<file path="src/rtl/ahb_apb_bridge_nslv_pkg.sv">
// Shared definitions for the single-clock AHB-Lite to APB bridge.
//   - HTRANS / HRESP encodings
//   - bridge FSM state type
//   - width helper for index and counter fields
package ahb_apb_bridge_nslv_pkg;

    localparam logic [1:0] HTRANS_IDLE   = 2'b00;
    localparam logic [1:0] HTRANS_BUSY   = 2'b01;
    localparam logic [1:0] HTRANS_NONSEQ = 2'b10;
    localparam logic [1:0] HTRANS_SEQ    = 2'b11;

    localparam logic HRESP_OKAY  = 1'b0;
    localparam logic HRESP_ERROR = 1'b1;

    typedef enum logic [2:0] {
        StIdle,
        StWdata,
        StSetup,
        StAccess,
        StErr1,
        StErr2
    } state_e;

    // clog2 that never returns 0, so single-entry fields stay 1 bit wide
    function automatic int unsigned clog2_min1(input int unsigned n);
        return (n > 1) ? $clog2(n) : 1;
    endfunction

endpackage

</file>
<file path="src/rtl/ahb_apb_bridge_nslv_apb_mux.sv">
// APB slave select decode and response mux.
// Ports:
//   i_dec_idx   slave index to decode into a one-hot select
//   i_rsp_idx   slave index whose response is returned
//   i_prdata    packed read data, slave k at [k*DATA_W +: DATA_W]
//   i_pready    per-slave ready
//   i_pslverr   per-slave error
//   o_psel_dec  one-hot decode of i_dec_idx (all zero if out of range)
//   o_prdata    read data of slave i_rsp_idx
//   o_pready    ready of slave i_rsp_idx
//   o_pslverr   error of slave i_rsp_idx
module ahb_apb_bridge_nslv_apb_mux #(
    parameter int unsigned DATA_W  = 32,
    parameter int unsigned NUM_SLV = 4,
    parameter int unsigned SW      = 2
) (
    input  logic [SW-1:0]             i_dec_idx,
    input  logic [SW-1:0]             i_rsp_idx,
    input  logic [NUM_SLV*DATA_W-1:0] i_prdata,
    input  logic [NUM_SLV-1:0]        i_pready,
    input  logic [NUM_SLV-1:0]        i_pslverr,
    output logic [NUM_SLV-1:0]        o_psel_dec,
    output logic [DATA_W-1:0]         o_prdata,
    output logic                      o_pready,
    output logic                      o_pslverr
);

    always_comb begin
        o_psel_dec = '0;
        o_prdata   = '0;
        o_pready   = 1'b0;
        o_pslverr  = 1'b0;
        for (int k = 0; k < NUM_SLV; k++) begin
            if (i_dec_idx == SW'(k)) begin
                o_psel_dec[k] = 1'b1;
            end
            if (i_rsp_idx == SW'(k)) begin
                o_prdata  = i_prdata[k*DATA_W +: DATA_W];
                o_pready  = i_pready[k];
                o_pslverr = i_pslverr[k];
            end
        end
    end

endmodule

</file>
<file path="src/rtl/ahb_apb_bridge_nslv.sv">
// Single-clock AHB-Lite slave to APB master bridge with NUM_SLV decoded APB slaves.
// Ports:
//   i_hclk        clock for both bus sides
//   i_hreset      asynchronous active-high reset
//   i_hsel        bridge selected
//   i_htrans      AHB transfer type
//   i_haddr       AHB address
//   i_hwrite      1 = write
//   i_hwdata      AHB write data (data phase)
//   i_hready_in   bus HREADY
//   o_hready_out  this slave's HREADY
//   o_hresp       0 = OKAY, 1 = ERROR
//   o_hrdata      read data (selected slave's PRDATA in ACCESS, else 0)
//   o_paddr       APB address
//   o_psel        one-hot APB select
//   o_penable     APB enable
//   o_pwrite      APB direction
//   o_pwdata      APB write data
//   i_prdata      slave k read data at [k*DATA_W +: DATA_W]
//   i_pready      per-slave ready
//   i_pslverr     per-slave error
module ahb_apb_bridge_nslv
    import ahb_apb_bridge_nslv_pkg::*;
#(
    parameter int unsigned ADDR_W      = 32,
    parameter int unsigned DATA_W      = 32,
    parameter int unsigned NUM_SLV     = 4,
    parameter int unsigned SLV_SEL_LSB = 12,
    parameter int unsigned TIMEOUT     = 16
) (
    input  logic                      i_hclk,
    input  logic                      i_hreset,
    input  logic                      i_hsel,
    input  logic [1:0]                i_htrans,
    input  logic [ADDR_W-1:0]         i_haddr,
    input  logic                      i_hwrite,
    input  logic [DATA_W-1:0]         i_hwdata,
    input  logic                      i_hready_in,
    output logic                      o_hready_out,
    output logic                      o_hresp,
    output logic [DATA_W-1:0]         o_hrdata,
    output logic [ADDR_W-1:0]         o_paddr,
    output logic [NUM_SLV-1:0]        o_psel,
    output logic                      o_penable,
    output logic                      o_pwrite,
    output logic [DATA_W-1:0]         o_pwdata,
    input  logic [NUM_SLV*DATA_W-1:0] i_prdata,
    input  logic [NUM_SLV-1:0]        i_pready,
    input  logic [NUM_SLV-1:0]        i_pslverr
);

    localparam int unsigned SW = clog2_min1(NUM_SLV);
    localparam int unsigned TW = clog2_min1(TIMEOUT + 1);

    state_e              r_state;
    logic [SW-1:0]       r_idx;
    logic [TW-1:0]       r_tcnt;
    logic [ADDR_W-1:0]   r_paddr;
    logic [NUM_SLV-1:0]  r_psel;
    logic                r_penable;
    logic                r_pwrite;
    logic [DATA_W-1:0]   r_pwdata;

    logic [SW-1:0]       w_haddr_idx;
    logic                w_idx_bad;
    logic                w_accept;
    logic [SW-1:0]       w_dec_idx;
    logic [NUM_SLV-1:0]  w_psel_dec;
    logic [DATA_W-1:0]   w_prdata_sel;
    logic                w_pready_sel;
    logic                w_pslverr_sel;
    logic                w_timeout;
    logic                w_ok_done;
    state_e              w_launch_state;
    logic [NUM_SLV-1:0]  w_launch_psel;

    assign w_haddr_idx = i_haddr[SLV_SEL_LSB +: SW];
    assign w_idx_bad   = (32'(w_haddr_idx) >= NUM_SLV);
    assign w_accept    = i_hsel && i_hready_in &&
                         ((i_htrans == HTRANS_NONSEQ) || (i_htrans == HTRANS_SEQ));

    // Reads go straight to SETUP, so decode the incoming address; writes decode the latched index
    // when leaving WDATA.
    assign w_dec_idx = (r_state == StWdata) ? r_idx : w_haddr_idx;

    ahb_apb_bridge_nslv_apb_mux #(
        .DATA_W  (DATA_W),
        .NUM_SLV (NUM_SLV),
        .SW      (SW)
    ) u_apb_mux (
        .i_dec_idx  (w_dec_idx),
        .i_rsp_idx  (r_idx),
        .i_prdata   (i_prdata),
        .i_pready   (i_pready),
        .i_pslverr  (i_pslverr),
        .o_psel_dec (w_psel_dec),
        .o_prdata   (w_prdata_sel),
        .o_pready   (w_pready_sel),
        .o_pslverr  (w_pslverr_sel)
    );

    assign w_timeout = (TIMEOUT != 0) && (r_tcnt == TW'(TIMEOUT - 1));
    assign w_ok_done = w_pready_sel && !w_pslverr_sel;

    // Where an accepted transfer goes, and the select it drives on that edge
    assign w_launch_state = w_idx_bad ? StErr1 : (i_hwrite ? StWdata : StSetup);
    assign w_launch_psel  = (!w_idx_bad && !i_hwrite) ? w_psel_dec : '0;

    always_ff @(posedge i_hclk or posedge i_hreset) begin
        if (i_hreset) begin
            r_state   <= StIdle;
            r_idx     <= '0;
            r_tcnt    <= '0;
            r_paddr   <= '0;
            r_psel    <= '0;
            r_penable <= 1'b0;
            r_pwrite  <= 1'b0;
            r_pwdata  <= '0;
        end else begin
            unique case (r_state)
                StIdle, StErr2: begin
                    if (w_accept) begin
                        r_state <= w_launch_state;
                        r_psel  <= w_launch_psel;
                        r_paddr <= i_haddr;
                        r_pwrite <= i_hwrite;
                        r_idx   <= w_haddr_idx;
                    end else begin
                        r_state <= StIdle;
                    end
                end
                StWdata: begin
                    r_pwdata <= i_hwdata;
                    r_psel   <= w_psel_dec;
                    r_state  <= StSetup;
                end
                StSetup: begin
                    r_penable <= 1'b1;
                    r_tcnt    <= '0;
                    r_state   <= StAccess;
                end
                StAccess: begin
                    r_tcnt <= r_tcnt + 1'b1;
                    if (w_pready_sel) begin
                        r_penable <= 1'b0;
                        r_psel    <= '0;
                        if (w_pslverr_sel) begin
                            r_state <= StErr1;
                        end else if (w_accept) begin
                            r_state  <= w_launch_state;
                            r_psel   <= w_launch_psel;
                            r_paddr  <= i_haddr;
                            r_pwrite <= i_hwrite;
                            r_idx    <= w_haddr_idx;
                        end else begin
                            r_state <= StIdle;
                        end
                    end else if (w_timeout) begin
                        // Abandon the access; the slave never answered
                        r_penable <= 1'b0;
                        r_psel    <= '0;
                        r_state   <= StErr1;
                    end
                end
                StErr1: begin
                    r_state <= StErr2;
                end
                default: begin
                    r_state <= StIdle;
                end
            endcase
        end
    end

    always_comb begin
        o_hready_out = 1'b1;
        o_hresp      = HRESP_OKAY;
        o_hrdata     = '0;
        unique case (r_state)
            StIdle: ;
            StWdata, StSetup: o_hready_out = 1'b0;
            StAccess: begin
                o_hready_out = w_ok_done;
                o_hrdata     = w_prdata_sel;
            end
            StErr1: begin
                o_hready_out = 1'b0;
                o_hresp      = HRESP_ERROR;
            end
            StErr2: o_hresp = HRESP_ERROR;
            default: ;
        endcase
    end

    assign o_paddr   = r_paddr;
    assign o_psel    = r_psel;
    assign o_penable = r_penable;
    assign o_pwrite  = r_pwrite;
    assign o_pwdata  = r_pwdata;

endmodule

</file>
<file path="config.mk">
export PLATFORM = sky130hd
export DESIGN_NAME = ahb_apb_bridge_nslv
export DESIGN_NICKNAME = d
export VERILOG_FILES = /design/src/rtl/ahb_apb_bridge_nslv_pkg.sv /design/src/rtl/ahb_apb_bridge_nslv_apb_mux.sv /design/src/rtl/ahb_apb_bridge_nslv.sv
export SDC_FILE = /design/constraint.sdc
export NUM_CORES = 1
export LEC_CHECK = 0
export BUFFER_PORTS_ARGS = -buffer_cell sky130_fd_sc_hd__clkbuf_2
export CAP_MARGIN = 30
export CORE_AREA = 2 2 119 121
export CTS_CLUSTER_SIZE = 16
export DETAILED_ROUTE_END_ITERATION = 8
export DIE_AREA = 0 0 121 123
export GPL_ROUTABILITY_DRIVEN = 0
export PLACE_DENSITY_LB_ADDON = 0.25
export SYNTH_ARGS = -nofsm -noshare
export SYNTH_HDL_FRONTEND = slang
export SYNTH_SLANG_ARGS = --single-unit
</file>
<file path="constraint.sdc">
create_clock -name i_hclk -period 2.9 [get_ports i_hclk]
set_clock_uncertainty 0.05 [all_clocks]
set_input_delay 0.435 -clock i_hclk [delete_from_list [all_inputs] [get_ports i_hclk]]
set_output_delay 0.435 -clock i_hclk [all_outputs]
set_load 0.01 [all_outputs]
</file>
Yosys cells after proc, flatten, opt, wreduce, memory -nomap -nowiden

Index checks and enable logic that the tools add are counted.

$add $sub $neg: 1
Equality and inequality tests: 18
Mux-type cells: 49
Reduce and logical (&&, ||, !) cells: 17

Operator list:

| kind                | number |
|---|---|
| $mux 32             | 8 |
| $pmux 32 s2         | 1 |
| $mux 4              | 6 |
| $mux 1              | 18 |
| $pmux 3 s5          | 1 |
| $eq 2x2->1 const B  | 6 |
| $mux 2              | 6 |
| $pmux 4 s3          | 1 |
| $pmux 5 s2          | 1 |
| $mux 3              | 3 |
| $eq 3x2->1 const B  | 2 |
| $eq 3x3->1 const B  | 2 |
| $ne 2x2->1 const B  | 3 |
| $pmux 1 s2          | 3 |
| $reduce_and 3->1    | 2 |
| $add 5x1->5 const B | 1 |
| $eq 5x4->1 const B  | 1 |
| $eq 2x1->1 const B  | 2 |
| $logic_not 2->1     | 2 |
| $pmux 2 s2          | 1 |
| $reduce_bool 2->1   | 2 |
| $reduce_or 2->1     | 2 |
| $eq 3x1->1 const B  | 1 |
| $logic_and 1x1->1   | 3 |
| 7 further kinds     | 7 |

Register bits: 80
Input bits: 207
Output and inout bits: 104

Longest topological paths before layout

Gate-level depths: netlist of the first run.

Depth after elaboration: 9
Depth in mapped cells: 7
Depth with buffers taken out: 7

Cells and area by module

From an unflattened synthesis of the first run, not the netlist that was laid out.

Cell total of the unflattened synthesis: 302
Area, all modules: 4336.7 µm²

Modules (own cells, without submodules):

| module                      | instances | cells an instance | area an instance (µm²) | sequential area each (µm²) |
|---|---|---|---|---|
| ahb_apb_bridge_nslv         | 1         | 256               | 3443.3                 | 1951.9 |
| ahb_apb_bridge_nslv_apb_mux | 1         | 46                | 893.4                  | 0.0 |

Worst setup path before layout of the first run

Ideal clock, no wire load.

Path type: flip-flop to output port
Start point: reg, netlist name o_paddr[12]
End point: out o_hrdata[10]
Data arrival time: 1.696 ns
Data required time: 2.415 ns
Path slack: 0.719 ns
Stages on the path, launching flop included: 5
Buffers on the path: 2
Cells stage by stage: dfrtp_1 buf_2 buf_2 mux4_2 and2_1

RTL lines:

| item             | RTL line                  | source |
|---|---|---|
| end: declaration | ahb_apb_bridge_nslv.sv:41 | `output logic [DATA_W-1:0] o_hrdata,` |

==> report_table.html, run 1 <==
<table>
<tr><th>Metric</th><th>Value</th></tr>
<tr><th colspan="2">Setup path</th></tr>
<tr><td>Data arrival at the endpoint of the critical path</td><td>between 2 and 2.5 ns</td></tr>
<tr><td>Type of origin of the critical path</td><td>flop</td></tr>
<tr><td>R2R Setup Slk</td><td>between 0.3 and 0.4 ns</td></tr>
<tr><td>Setup crit end kind</td><td>output pin</td></tr>
<tr><td>Critical Path Fanout Max</td><td>27</td></tr>
<tr><td>Data required time at the worst endpoint</td><td>2.41 ns</td></tr>
<tr><td>Start-to-end type of the worst setup path</td><td>flop to output pin</td></tr>
<tr><th colspan="2">Clocking</th></tr>
<tr><td>CTS sink count</td><td>78</td></tr>
<tr><td>Number of buffers on the longest clock path</td><td>2</td></tr>
<tr><td>H-tree Lvls</td><td>3</td></tr>
<tr><td>Clock-pin slew of the registers on the worst-case setup and hold paths</td><td>about 0.06 ns</td></tr>
<tr><td>TritonCTS clock tree</td><td>built</td></tr>
<tr><td>Total of hold buffers inserted after clock tree synthesis</td><td>0</td></tr>
<tr><td>Cell at the root of the clock tree</td><td>sky130_fd_sc_hd__clkbuf_16</td></tr>
<tr><td>Number of resized instances in the post-cts repair step</td><td>0</td></tr>
<tr><td>Clock insertion delay at the later pin of the skew report</td><td>0.33 ns</td></tr>
<tr><td>Number of CTS-inserted buffers</td><td>9</td></tr>
<tr><td>Number of setup buffers added after CTS</td><td>0</td></tr>
<tr><th colspan="2">Status</th></tr>
<tr><td>Run status</td><td>completed</td></tr>
<tr><th colspan="2">Finish</th></tr>
<tr><td>Commonest cells after routing, fill and taps aside</td><td>309 x sky130_fd_sc_hd__clkbuf_2, 77 x sky130_fd_sc_hd__dfrtp_1, 36 x sky130_fd_sc_hd__mux2_2, 34 x sky130_fd_sc_hd__mux4_2, 32 x sky130_fd_sc_hd__and2_1</td></tr>
<tr><td>Post-route insts no fill</td><td>~800</td></tr>
<tr><td>Final core utilization</td><td>between 40% and 50%</td></tr>
<tr><td>Most common library cell in the layout ignoring fill and taps</td><td>sky130_fd_sc_hd__clkbuf_2</td></tr>
<tr><td>Final non-filler cell area</td><td>between 6000 and 7000 um2</td></tr>
<tr><td>Area growth syn-to-layout</td><td>48.1%</td></tr>
<tr><td>Final-stage net count</td><td>827</td></tr>
<tr><td>Fraction of layout instances using a drive strength above 1</td><td>70.9%</td></tr>
<tr><th colspan="2">Place</th></tr>
<tr><td>Placed cell area</td><td>roughly 6100 um2</td></tr>
<tr><td>Placed wire-length estimate after detailed placement</td><td>approximately 11 mm</td></tr>
<tr><td>Number of instances in the placed design</td><td>785</td></tr>
<tr><td>Buffers added on ports</td><td>a little over 300</td></tr>
<tr><th colspan="2">Logic synthesis</th></tr>
<tr><td>Synth warnings</td><td>0</td></tr>
<tr><td>Top cells by area, synth</td><td>sky130_fd_sc_hd__dfrtp_1 45%, sky130_fd_sc_hd__mux4_2 18%, sky130_fd_sc_hd__mux2_4 10%</td></tr>
<tr><td>Post-synthesis adder-cell area fraction</td><td>approximately 1.0%</td></tr>
<tr><td>Post-synthesis cell type count</td><td>35</td></tr>
<tr><td>XOR/XNOR share of the synthesized area</td><td>0%</td></tr>
<tr><td>Instance count of the mapped netlist</td><td>a little over 300</td></tr>
<tr><td>Number of nets in the synthesized netlist</td><td>515</td></tr>
<tr><td>Share of the synthesized area in the top cell type</td><td>between 40% and 50%</td></tr>
<tr><td>Post-synthesis simple-gate area fraction</td><td>under 10%</td></tr>
<tr><td>Sequential share of the synthesized area</td><td>between 40% and 50%</td></tr>
<tr><td>Compound-cell area share of the yosys netlist</td><td>4.55%</td></tr>
<tr><td>Flip-flop and latch count after synthesis</td><td>between 70 and 80</td></tr>
<tr><td>Largest family of logic cells by synthesized area</td><td>multiplexers</td></tr>
<tr><td>Synthesized area divided by synthesized cell count</td><td>14.2 um2</td></tr>
<tr><td>Portion of netlist area occupied by mux cells</td><td>between 30% and 40%</td></tr>
<tr><td>Synth Cell Area</td><td>~4300 um2</td></tr>
<tr><td>Biggest area consumer among synthesized cells</td><td>sky130_fd_sc_hd__dfrtp_1</td></tr>
<tr><th colspan="2">Timing</th></tr>
<tr><td>Worst rel slew slack</td><td>42.9%</td></tr>
<tr><td>Setup TNS Final</td><td>0 ns</td></tr>
<tr><td>Final clock period utilization by the worst path</td><td>88.3%</td></tr>
<tr><td>Final-report setup violation count</td><td>0</td></tr>
<tr><td>Unrepaired setup endpoints after global routing</td><td>no</td></tr>
<tr><td>Worst slew pin tran</td><td>0.856 ns</td></tr>
<tr><td>Post-route minimum period</td><td>2.56 ns</td></tr>
<tr><td>Fmax</td><td>a little under 400 MHz</td></tr>
<tr><td>Final Max Slew Viols</td><td>0</td></tr>
<tr><td>Final hold violation count</td><td>0</td></tr>
<tr><th colspan="2">Min path</th></tr>
<tr><td>Path type of the worst min-delay path</td><td>input port to asynchronous set/reset pin</td></tr>
<tr><th colspan="2">Global routing</th></tr>
<tr><td>Number of antenna violations at the first check in global routing</td><td>1</td></tr>
<tr><td>Via count of the first global-routing pass</td><td>around 3,900</td></tr>
<tr><td>Global route overflow</td><td>0</td></tr>
<tr><td>Pin count of the biggest net entering global routing</td><td>54</td></tr>
<tr><td>Wire length of the first global-routing pass</td><td>approximately 20 mm</td></tr>
<tr><td>Total track usage</td><td>between 15 and 20%</td></tr>
<tr><th colspan="2">Drt</th></tr>
<tr><td>Via-per-instance ratio</td><td>just under 5</td></tr>
<tr><td>Pre-antenna DRT Iters</td><td>5</td></tr>
<tr><td>Residual antenna-violating net count after detailed routing</td><td>0</td></tr>
<tr><td>Residual DRC</td><td>0</td></tr>
<tr><td>Routed wirelength normalized by instance count</td><td>around 17 um</td></tr>
<tr><td>Vias after detailed routing</td><td>around 3,900</td></tr>
<tr><td>Final routed wirelength across all metal layers</td><td>around 14 mm</td></tr>
<tr><td>First DRT Iteration DRCs</td><td>around 170</td></tr>
<tr><th colspan="2">Power and ir drop</th></tr>
<tr><td>VDD IR max</td><td>slightly above 0.5 mV</td></tr>
<tr><td>Power per Cell Area</td><td>~1000 nW/um2</td></tr>
<tr><td>Leakage Power</td><td>between 0.003 and 0.004 uW</td></tr>
<tr><th colspan="2">Job</th></tr>
<tr><td>Max-cap check violation count</td><td>0</td></tr>
<tr><th colspan="2">Die</th></tr>
<tr><td>Total number of placement rows</td><td>43</td></tr>
<tr><td>Core box area</td><td>approximately 14,000 um2</td></tr>
<tr><td>Die span in x</td><td>roughly 120 um</td></tr>
<tr><td>Starting density of the core</td><td>a little under a third</td></tr>
<tr><td>Die footprint</td><td>roughly 15,000 um2</td></tr>
<tr><td>Floorplan die height</td><td>approximately 120 um</td></tr>
<tr><td>Ports</td><td>between 300 and 400</td></tr>
</table>
[final timing paths]
| kind | from | end | depth (start not counted) |
|---|---|---|---|
| worst max-delay path | o_paddr[12]$_DFFE_PP0P_ | o_hrdata[30] | 4 |
| worst min-delay path | i_hreset | o_paddr[0]$_DFFE_PP0P_ | 2 |
| worst max register to register | r_state[0]$_DFFE_PP0P_ | o_paddr[28]$_DFFE_PP0P_ | 6 |
| worst min register to register | r_tcnt[3]$_DFFE_PP0N_ | r_tcnt[3]$_DFFE_PP0N_ | 1 |
| max in group asynchronous | i_hreset | o_pwdata[14]$_DFFE_PP0P_ | 4 |
| min in group i_hclk | i_hwdata[20] | o_pwdata[20]$_DFFE_PP0P_ | 2 |
[critical path, stage by stage, from the launching register on]
cell                       delay (ns)
sky130_fd_sc_hd__dfrtp_2         0.41
sky130_fd_sc_hd__buf_4           0.43
sky130_fd_sc_hd__mux4_2          0.58
sky130_fd_sc_hd__and2_1          0.17
sky130_fd_sc_hd__clkbuf_2        0.13
[cells by family (layout without fill, tap and decap cells)]
logic type,Yosys count,count (layout)
compound gates,30,30
fa+ha+maj,4,4
buf+inv,26,342
flops,78,78
mux,102,102
other cells,0,1
simple gates,66,67
[per-layer routing]
metal  up-vias  GRT usage (%)  wire (um)
met5         -              0          0
met4         0           8.87        365
met3        25           5.72       1420
met2       211           31.7       7250
met1      1863           19.2       5000
li1       1762              -          -
[stage by stage]
step                      worst slack (ns)  total power (uW)  hold WS, ns
after detailed placement             0.125              5430        0.418
after global placement               0.184              5360        0.412
after CTS                            0.118              6670        0.237
after floorplan                      0.420              4190        0.394
final                                0.339              6600       0.0210
after global routing                 0.215              7030       0.0573
[registers in the layout, summed over array words and instances, names as in the netlist]
signal / flops
o_paddr: 32
o_pwdata: 32
r_tcnt: 5
o_psel: 4
r_state: 3
o_penable: 1
o_pwrite: 1
[synthesized netlist by cell type (all sizes together)]
cell	number
mux2	66
nor2b	5
nand2	9
a31oi	2
maj3	2
clkbuf	9
o211a	1
or3	1
ha	2
nor2	11
and3	1
inv	5
dfrtp	78
o22ai	1
o211ai	1
a22o	3
o21ai	11
nor3	1
a21oi	4
nand2b	2
a32o	1
mux2i	2
and2	32
buf	12
o22a	1
nor3b	1
a21o	2
mux4	34
nand3	3
o31ai	3
[cell type report]
cell class	count	area [um2]
multi-input cells	203	2260
repair buffers	321	1650
clock inverters	5	82.6
clock buffers	11	233
flip-flops and latches	78	1950
diodes	1	2.50
fillers	1222	7180
inverters	5	20.0
well taps	180	225
[report_power, final]
part	internal [uW]	switching, uW	leakage (uW)	total [uW]
sequential	1620	351	0.000949	1970
clock	757	431	0.000154	1190
combinational	1840	1600	0.00218	3430
total	4220	2380	0.00328	6600
Power figures use the tool's default switching activity.
==> inputs of run 2 (changes only) <==
--- a/config.mk
+++ b/config.mk
@@ -13,6 +13,7 @@
 export DIE_AREA = 0 0 121 123
 export GPL_ROUTABILITY_DRIVEN = 0
 export PLACE_DENSITY_LB_ADDON = 0.25
+export RECOVER_POWER = 50
 export SYNTH_ARGS = -nofsm -noshare
 export SYNTH_HDL_FRONTEND = slang
 export SYNTH_SLANG_ARGS = --single-unit
==> run 2 against run 1 <==
  * Hold slack gained 0.20 ns
  * Die area is the same
  * Setup slack better by 0.0017 ns
  * Critical path depth stayed put
==> report_table.html, run 2 (same netlist as run 1, synthesis figures left out) <==
<table>
<tr><th>Metric</th><th>Value</th></tr>
<tr><th colspan="2">Clocking</th></tr>
<tr><td>Total of hold buffers inserted after clock tree synthesis</td><td>0 (unchanged)</td></tr>
<tr><td>CTS sink count</td><td>78 (unchanged)</td></tr>
<tr><td>Clock insertion delay at the later pin of the skew report</td><td>0.33 ns (about the same)</td></tr>
<tr><td>Clock-pin slew of the registers on the worst-case setup and hold paths</td><td>0.06 ns (about the same)</td></tr>
<tr><td>Number of resized instances in the post-cts repair step</td><td>0 (unchanged)</td></tr>
<tr><td>Cell at the root of the clock tree</td><td>sky130_fd_sc_hd__clkbuf_16</td></tr>
<tr><td>Number of CTS-inserted buffers</td><td>9 (unchanged)</td></tr>
<tr><td>Number of buffers on the longest clock path</td><td>2 (unchanged)</td></tr>
<tr><td>TritonCTS clock tree</td><td>built</td></tr>
<tr><td>H-tree Lvls</td><td>3 (unchanged)</td></tr>
<tr><th colspan="2">Power and ir drop</th></tr>
<tr><td>Internal cell power</td><td>4110 uW (-2.4%)</td></tr>
<tr><td>Part of the total power dissipated in combinational logic</td><td>51.3% (-0.8 points)</td></tr>
<tr><td>Power after layout</td><td>6490 uW (-1.6%)</td></tr>
<tr><td>Clock group share of total power</td><td>18.3% (+0.3 points)</td></tr>
<tr><td>Power per Cell Area</td><td>1020 nW/um2 (-0.40%)</td></tr>
<tr><td>Switching power</td><td>2380 uW (about the same)</td></tr>
<tr><td>Sequential cell fraction of total power</td><td>30.4% (+0.5 points)</td></tr>
<tr><td>Leakage Power</td><td>0.00312 uW (-4.8%)</td></tr>
<tr><td>VDD IR max</td><td>0.503 mV (-0.22%)</td></tr>
<tr><td>Switching share of power</td><td>36.6% (+0.55 points)</td></tr>
<tr><th colspan="2">Drt</th></tr>
<tr><td>Residual DRC</td><td>0 (unchanged)</td></tr>
<tr><td>Final routed wirelength across all metal layers</td><td>14.0 mm (about the same)</td></tr>
<tr><td>Vias after detailed routing</td><td>3,846 (-0.39%)</td></tr>
<tr><td>Routed wirelength normalized by instance count</td><td>17.5 um (about the same)</td></tr>
<tr><td>First DRT Iteration DRCs</td><td>143 (-14%)</td></tr>
<tr><td>Pre-antenna DRT Iters</td><td>5 (unchanged)</td></tr>
<tr><td>Residual antenna-violating net count after detailed routing</td><td>0 (unchanged)</td></tr>
<tr><td>Via-per-instance ratio</td><td>4.78 (-0.39%)</td></tr>
<tr><th colspan="2">Setup path</th></tr>
<tr><td>Critical R2R Launch</td><td>r_state[0]$_DFFE_PP0P_</td></tr>
<tr><td>Setup crit end kind</td><td>output pin</td></tr>
<tr><td>R2R Path End</td><td>o_paddr[28]$_DFFE_PP0P_</td></tr>
<tr><td>Data required time at the worst endpoint</td><td>2.41 ns (about the same)</td></tr>
<tr><td>Data arrival at the endpoint of the critical path</td><td>2.07 ns (about the same)</td></tr>
<tr><td>Type of origin of the critical path</td><td>flop</td></tr>
<tr><td>R2R Setup Slk</td><td>0.37 ns (about the same)</td></tr>
<tr><td>Logic depth of the worst register-to-register path</td><td>6 (unchanged)</td></tr>
<tr><td>Critical Path Fanout Max</td><td>27 (unchanged)</td></tr>
<tr><td>Start-to-end type of the worst setup path</td><td>flop to output pin</td></tr>
<tr><th colspan="2">Die</th></tr>
<tr><td>Core box area</td><td>13,600 um2 (unchanged)</td></tr>
<tr><td>Floorplan die height</td><td>123 um (unchanged)</td></tr>
<tr><td>Die span in x</td><td>121 um (unchanged)</td></tr>
<tr><td>Ports</td><td>311 (unchanged)</td></tr>
<tr><td>Die footprint</td><td>14,900 um2 (unchanged)</td></tr>
<tr><td>Total number of placement rows</td><td>43 (unchanged)</td></tr>
<tr><td>Starting density of the core</td><td>31.9% (unchanged)</td></tr>
<tr><th colspan="2">Timing</th></tr>
<tr><td>Final clock period utilization by the worst path</td><td>88.3% (about the same)</td></tr>
<tr><td>Unrepaired setup endpoints after global routing</td><td>no</td></tr>
<tr><td>Fmax</td><td>391 MHz (about the same)</td></tr>
<tr><td>Final Max Slew Viols</td><td>0 (unchanged)</td></tr>
<tr><td>Final hold violation count</td><td>0 (unchanged)</td></tr>
<tr><td>Post-route minimum period</td><td>2.56 ns (-0.00166 ns)</td></tr>
<tr><td>Setup TNS Final</td><td>0 ns (unchanged)</td></tr>
<tr><td>Final-report setup violation count</td><td>0 (unchanged)</td></tr>
<tr><td>Worst slew pin tran</td><td>1.34 ns (+0.487 ns)</td></tr>
<tr><td>Worst rel slew slack</td><td>10.5% (-32 points)</td></tr>
<tr><th colspan="2">Global routing</th></tr>
<tr><td>Pin count of the biggest net entering global routing</td><td>54 (unchanged)</td></tr>
<tr><td>Global route overflow</td><td>0 (unchanged)</td></tr>
<tr><td>Wire length of the first global-routing pass</td><td>20.3 mm (unchanged)</td></tr>
<tr><td>Total track usage</td><td>17.9% (unchanged)</td></tr>
<tr><td>Number of antenna violations at the first check in global routing</td><td>1 (unchanged)</td></tr>
<tr><td>Via count of the first global-routing pass</td><td>3,928 (unchanged)</td></tr>
<tr><th colspan="2">Finish</th></tr>
<tr><td>Final core utilization</td><td>46.7% (-0.55 points)</td></tr>
<tr><td>Most common library cell in the layout ignoring fill and taps</td><td>sky130_fd_sc_hd__clkbuf_2</td></tr>
<tr><td>Commonest cells after routing, fill and taps aside</td><td>258 x sky130_fd_sc_hd__clkbuf_2, 77 x sky130_fd_sc_hd__dfrtp_1, 54 x sky130_fd_sc_hd__clkbuf_1, 36 x sky130_fd_sc_hd__mux2_2, 34 x sky130_fd_sc_hd__mux4_2</td></tr>
<tr><td>Area taken by multi-input logic gates</td><td>2260 um2 (unchanged)</td></tr>
<tr><td>Final-stage net count</td><td>827 (unchanged)</td></tr>
<tr><td>Area taken by flip-flops and latches</td><td>1950 um2 (unchanged)</td></tr>
<tr><td>Area growth syn-to-layout</td><td>46.4%</td></tr>
<tr><td>Fraction of layout instances using a drive strength above 1</td><td>62.4% (-8.5 points)</td></tr>
<tr><td>Filler cell count</td><td>1,252 (+2.5%)</td></tr>
<tr><th colspan="2">Status</th></tr>
<tr><td>Run status</td><td>completed</td></tr>
<tr><th colspan="2">Place</th></tr>
<tr><td>Placed wire-length estimate after detailed placement</td><td>11.3 mm (unchanged)</td></tr>
<tr><td>Buffers added on ports</td><td>309 (unchanged)</td></tr>
<tr><th colspan="2">Min path</th></tr>
<tr><td>Path type of the worst min-delay path</td><td>input port to asynchronous set/reset pin</td></tr>
<tr><th colspan="2">Job</th></tr>
<tr><td>Max-cap check violation count</td><td>0 (unchanged)</td></tr>
</table>
-- run 2: cell types whose count changed in the layout (fill, tap and decap cells not counted), sizes merged --
cell	previous run	this run
dlymetal6s4s	0	1
clkbuf	320	321
buf	12	10
clkinv	3	2
clkinvlp	0	1
-- run 2: cell type report --
class                           count  area share, %
Tap cell                          180           3.54
Timing Repair Buffer              321           24.8
Antenna cell                        1         0.0394
Clock inverter                      5           1.30
Sequential cell                    78           30.7
Multi-Input combinational cell    203           35.6
Clock buffer                       11           3.66
Inverter                            5          0.315
-- run 2: per-layer routing --
metal  track usage, %  wire length [um]
met1             19.2              5070
met2             31.7              7250
met3             5.72              1380
met4             8.87               346
met5                0                 0
-- run 2: worst max-delay path by stage --
stage	endpoint	start	cells after the start	slack, ns
finish	o_hrdata[30]	o_paddr[12]$_DFFE_PP0P_	4	0.34
global route	o_pwdata[14]$_DFFE_PP0P_	i_hreset	4	0.14
floorplan	o_paddr[0]$_DFFE_PP0P_	i_hreset	1	0.42
detailed placement	o_paddr[28]$_DFFE_PP0P_	i_pready[2]	7	0.12
CTS	o_paddr[28]$_DFFE_PP0P_	r_state[0]$_DFFE_PP0P_	6	0.12
global placement	o_paddr[30]$_DFFE_PP0P_	i_pready[1]	7	0.18
-- run 2: per-stage QoR --
step	hold slack (ns)	worst slack (ns)	cell area, um2	instances
global placement	0.412	0.184	6090	785
floorplan	0.394	0.420	4340	306
detailed placement	0.418	0.125	6090	785
finish	0.221	0.341	6350	804
CTS	0.237	0.118	6400	801
global route	0.267	0.145	6350	804
-- run 2: repair_timing --
item	in CTS	in global routing
endpoints found under the hold margin	0	0
setup buffers	0	0
setup endpoints to repair	0	3
-- run 2: power by group through the flow --
stage	clock network (uW)	registers, uW	logic, uW
final	1190	1970	3330
after floorplan	0	2140	2060
after CTS	1220	1980	3470
after global routing	1270	2050	3610
after detailed placement	0	1970	3460
after global placement	0	1960	3400
-- run 2: worst max-delay path: stages, from the launching register on --
cell and delay [ns]:
sky130_fd_sc_hd__dfrtp_2 0.41, sky130_fd_sc_hd__buf_4 0.43, sky130_fd_sc_hd__mux4_2 0.58, sky130_fd_sc_hd__and2_1 0.17, sky130_fd_sc_hd__clkbuf_2 0.13
==> inputs of run 3 (changes only) <==
--- a/config.mk
+++ b/config.mk
@@ -6,14 +6,13 @@
 export NUM_CORES = 1
 export LEC_CHECK = 0
 export BUFFER_PORTS_ARGS = -buffer_cell sky130_fd_sc_hd__clkbuf_2
-export CAP_MARGIN = 30
 export CORE_AREA = 2 2 119 121
-export CTS_CLUSTER_SIZE = 16
 export DETAILED_ROUTE_END_ITERATION = 8
 export DIE_AREA = 0 0 121 123
 export GPL_ROUTABILITY_DRIVEN = 0
 export PLACE_DENSITY_LB_ADDON = 0.25
 export RECOVER_POWER = 50
+export REMOVE_ABC_BUFFERS = 1
 export SYNTH_ARGS = -nofsm -noshare
 export SYNTH_HDL_FRONTEND = slang
 export SYNTH_SLANG_ARGS = --single-unit
==> run 3 against run 2 <==
  * Non-clock buffer count unchanged
  * Final area fell by 0.41%
  * Count of clock-buffer cells in the layout decreased by 1
  * Hold slack improved by 0.059 ns
  * Clock power barely moved
  * Global-route usage down 0.58 points
  * Via count shrank 1.1%
  * Cell count fell by 0.12%
  * Critical path depth did not move
  * Largest cell class unchanged
  * Largest power group unchanged
  * Highest routed layer unchanged
==> report_table.html, run 3 (same netlist as run 1, synthesis figures left out) <==
<table>
<tr><th>Metric</th><th>Value</th></tr>
<tr><th colspan="2">Status</th></tr>
<tr><td>Run status</td><td>completed</td></tr>
<tr><th colspan="2">Power and ir drop</th></tr>
<tr><td>Leakage Power</td><td>0.00306 uW (-2.2%)</td></tr>
<tr><td>VDD IR max</td><td>0.586 mV (+17%)</td></tr>
<tr><td>Power per Cell Area</td><td>1020 nW/um2 (-0.40%)</td></tr>
<tr><td>Switching share of power</td><td>36.5% (-0.093 points)</td></tr>
<tr><td>Clock group share of total power</td><td>18.7% (+0.4 points)</td></tr>
<tr><td>Switching power</td><td>2350 uW (-1.1%)</td></tr>
<tr><td>Sequential cell fraction of total power</td><td>30.3% (about the same)</td></tr>
<tr><td>Power after layout</td><td>6440 uW (-0.81%)</td></tr>
<tr><td>Part of the total power dissipated in combinational logic</td><td>51.0% (-0.3 points)</td></tr>
<tr><td>Internal cell power</td><td>4090 uW (-0.67%)</td></tr>
<tr><th colspan="2">Clocking</th></tr>
<tr><td>Clock insertion delay at the later pin of the skew report</td><td>0.33 ns (about the same)</td></tr>
<tr><td>Number of resized instances in the post-cts repair step</td><td>0 (unchanged)</td></tr>
<tr><td>CTS sink count</td><td>78 (unchanged)</td></tr>
<tr><td>Clock-pin slew of the registers on the worst-case setup and hold paths</td><td>0.06 ns (about the same)</td></tr>
<tr><td>H-tree Lvls</td><td>3 (unchanged)</td></tr>
<tr><td>Cell at the root of the clock tree</td><td>sky130_fd_sc_hd__clkbuf_16</td></tr>
<tr><td>TritonCTS clock tree</td><td>built</td></tr>
<tr><td>Number of CTS-inserted buffers</td><td>9 (unchanged)</td></tr>
<tr><td>Number of buffers on the longest clock path</td><td>2 (unchanged)</td></tr>
<tr><th colspan="2">Setup path</th></tr>
<tr><td>Cell with the largest stage delay on the worst path</td><td>sky130_fd_sc_hd__mux4_2</td></tr>
<tr><td>Critical Path Max Stage Delay</td><td>0.58 ns (about the same)</td></tr>
<tr><td>Data arrival at the endpoint of the critical path</td><td>2.24 ns (+0.17 ns)</td></tr>
<tr><td>Data required time at the worst endpoint</td><td>2.41 ns (about the same)</td></tr>
<tr><td>Logic depth of the worst register-to-register path</td><td>6 (unchanged)</td></tr>
<tr><td>Path length in cells of the critical path</td><td>4 (unchanged)</td></tr>
<tr><td>Start-to-end type of the worst setup path</td><td>flop to output pin</td></tr>
<tr><td>Worst Path Buf+Inv</td><td>2 (unchanged)</td></tr>
<tr><td>Type of origin of the critical path</td><td>flop</td></tr>
<tr><td>Setup crit end kind</td><td>output pin</td></tr>
<tr><td>Critical Path Fanout Max</td><td>33 (+22%)</td></tr>
<tr><td>Cells traversed along the worst timing path</td><td>buf_4 &gt; mux4_2 &gt; and2_1 &gt; clkbuf_2</td></tr>
<tr><td>Cell family with the largest share of critical-path delay</td><td>buffers and inverters</td></tr>
<tr><th colspan="2">Die</th></tr>
<tr><td>Die footprint</td><td>14,900 um2 (unchanged)</td></tr>
<tr><td>Starting density of the core</td><td>31.9% (unchanged)</td></tr>
<tr><td>Core box area</td><td>13,600 um2 (unchanged)</td></tr>
<tr><td>Ports</td><td>311 (unchanged)</td></tr>
<tr><td>Die span in x</td><td>121 um (unchanged)</td></tr>
<tr><td>Floorplan die height</td><td>123 um (unchanged)</td></tr>
<tr><td>Total number of placement rows</td><td>43 (unchanged)</td></tr>
<tr><th colspan="2">Job</th></tr>
<tr><td>Max-cap check violation count</td><td>0 (unchanged)</td></tr>
<tr><th colspan="2">Drt</th></tr>
<tr><td>Final routed wirelength across all metal layers</td><td>13.4 mm (-4.6%)</td></tr>
<tr><td>Residual antenna-violating net count after detailed routing</td><td>0 (unchanged)</td></tr>
<tr><td>Vias after detailed routing</td><td>3,803 (-1.1%)</td></tr>
<tr><td>Via-per-instance ratio</td><td>4.74 (-0.99%)</td></tr>
<tr><td>First DRT Iteration DRCs</td><td>130 (-9.1%)</td></tr>
<tr><td>Routed wirelength normalized by instance count</td><td>16.7 um (-4.4%)</td></tr>
<tr><td>Pre-antenna DRT Iters</td><td>4 (-1)</td></tr>
<tr><td>Residual DRC</td><td>0 (unchanged)</td></tr>
<tr><th colspan="2">Timing</th></tr>
<tr><td>Fmax</td><td>367 MHz (-6.1%)</td></tr>
<tr><td>Setup TNS Final</td><td>0 ns (unchanged)</td></tr>
<tr><td>Final Max Slew Viols</td><td>0 (unchanged)</td></tr>
<tr><td>Post-route minimum period</td><td>2.73 ns (+0.167 ns)</td></tr>
<tr><td>Worst rel slew slack</td><td>39.6% (+29 points)</td></tr>
<tr><td>Worst slew pin tran</td><td>0.907 ns (-0.436 ns)</td></tr>
<tr><td>Final hold violation count</td><td>0 (unchanged)</td></tr>
<tr><td>Final clock period utilization by the worst path</td><td>94.0% (+5.8 points)</td></tr>
<tr><td>Final-report setup violation count</td><td>0 (unchanged)</td></tr>
<tr><td>Unrepaired setup endpoints after global routing</td><td>no</td></tr>
<tr><td>WHS</td><td>0.281 ns (+0.0593 ns)</td></tr>
<tr><th colspan="2">Place</th></tr>
<tr><td>Buffers added on ports</td><td>309 (unchanged)</td></tr>
<tr><td>Placed wire-length estimate after detailed placement</td><td>10.9 mm (-3.4%)</td></tr>
<tr><th colspan="2">Global routing</th></tr>
<tr><td>Pin count of the biggest net entering global routing</td><td>39 (-28%)</td></tr>
<tr><td>Number of antenna violations at the first check in global routing</td><td>1 (unchanged)</td></tr>
<tr><td>Total track usage</td><td>17.3% (-0.58 points)</td></tr>
<tr><td>Wire length of the first global-routing pass</td><td>19.9 mm (-1.9%)</td></tr>
<tr><td>Via count of the first global-routing pass</td><td>3,935 (+0.18%)</td></tr>
<tr><td>Global route overflow</td><td>0 (unchanged)</td></tr>
<tr><th colspan="2">Finish</th></tr>
<tr><td>Area growth syn-to-layout</td><td>45.8%</td></tr>
<tr><td>Final-stage net count</td><td>826 (-0.12%)</td></tr>
<tr><td>Most common library cell in the layout ignoring fill and taps</td><td>sky130_fd_sc_hd__clkbuf_2</td></tr>
<tr><td>Commonest cells after routing, fill and taps aside</td><td>243 x sky130_fd_sc_hd__clkbuf_2, 76 x sky130_fd_sc_hd__dfrtp_1, 70 x sky130_fd_sc_hd__clkbuf_1, 36 x sky130_fd_sc_hd__mux2_2, 34 x sky130_fd_sc_hd__mux4_2</td></tr>
<tr><td>Fraction of layout instances using a drive strength above 1</td><td>60.0% (-2.5 points)</td></tr>
<tr><th colspan="2">Min path</th></tr>
<tr><td>Instance count along the most critical hold path</td><td>2</td></tr>
<tr><td>Path type of the worst min-delay path</td><td>input port to flop</td></tr>
</table>
run 3: changes by cell type in the layout (fill, tap and decap cells not counted), sizes merged:
cell / before / now
clkbuf: 321 / 322
dlygate4sd3: 0 / 1
clkinvlp: 1 / 2
buf: 10 / 8
nor2: 12 / 11
dlymetal6s4s: 1 / 0
run 3: through the flow:
step           area (um2)  setup WS (ns)  instances  utilization [%]
6_report             6330          0.173        803             46.5
3_3_place_gp         6090          0.330        785             44.7
3_5_place_dp         6090          0.265        785             44.7
5_1_grt              6330         0.0151        802             46.5
4_1_cts              6420          0.102        802             47.2
2_1_floorplan        4220          -1.27        285                -
run 3: cell type report:
class                           instances  area [um2]
Antenna cell                            1        2.50
Clock buffer                           10         229
Clock inverter                          6        93.8
Fill cell                            1300        7280
Inverter                                5        20.0
Multi-Input combinational cell        202        2260
Sequential cell                        78        1950
Tap cell                              180         225
Timing Repair Buffer                  321        1550
run 3: repair_timing:
action                    4_1_cts  5_1_grt
hold endpoints to repair       14        0
hold buffers                    1        0
buffers inserted                0        0
run 3: power groups by stage:
stage	Clock (uW)	Combinational [uW]	Sequential, uW
detailed placement	0	3460	1960
global route	1290	3580	2030
global placement	0	3400	1950
CTS	1250	3470	1970
finish	1200	3280	1950
floorplan	0	1820	2320
run 3: routing by layer:
layer | up-vias | part of all wire, % | GRT usage, %
li1 | 1759 | - | -
met1 | 1837 | 36 | 19.1
met2 | 195 | 51 | 30.9
met3 | 12 | 11 | 7.06
met4 | 0 | 1.0 | 4.43
met5 | - | 0 | 0
run 3: path summary, 6_finish.rpt:
kind,from,end,slack [ns]
min reg2reg,o_psel[3]$_DFFE_PP0P_,o_psel[3]$_DFFE_PP0P_,0.43
min,i_haddr[7],o_paddr[7]$_DFFE_PP0P_,0.28
max reg2reg,r_state[0]$_DFFE_PP0P_,o_paddr[2]$_DFFE_PP0P_,0.28
min in group asynchronous,i_hreset,o_pwdata[4]$_DFFE_PP0P_,0.65
max,o_paddr[12]$_DFFE_PP0P_,o_hrdata[6],0.17
max in group asynchronous,i_hreset,o_paddr[15]$_DFFE_PP0P_,0.87
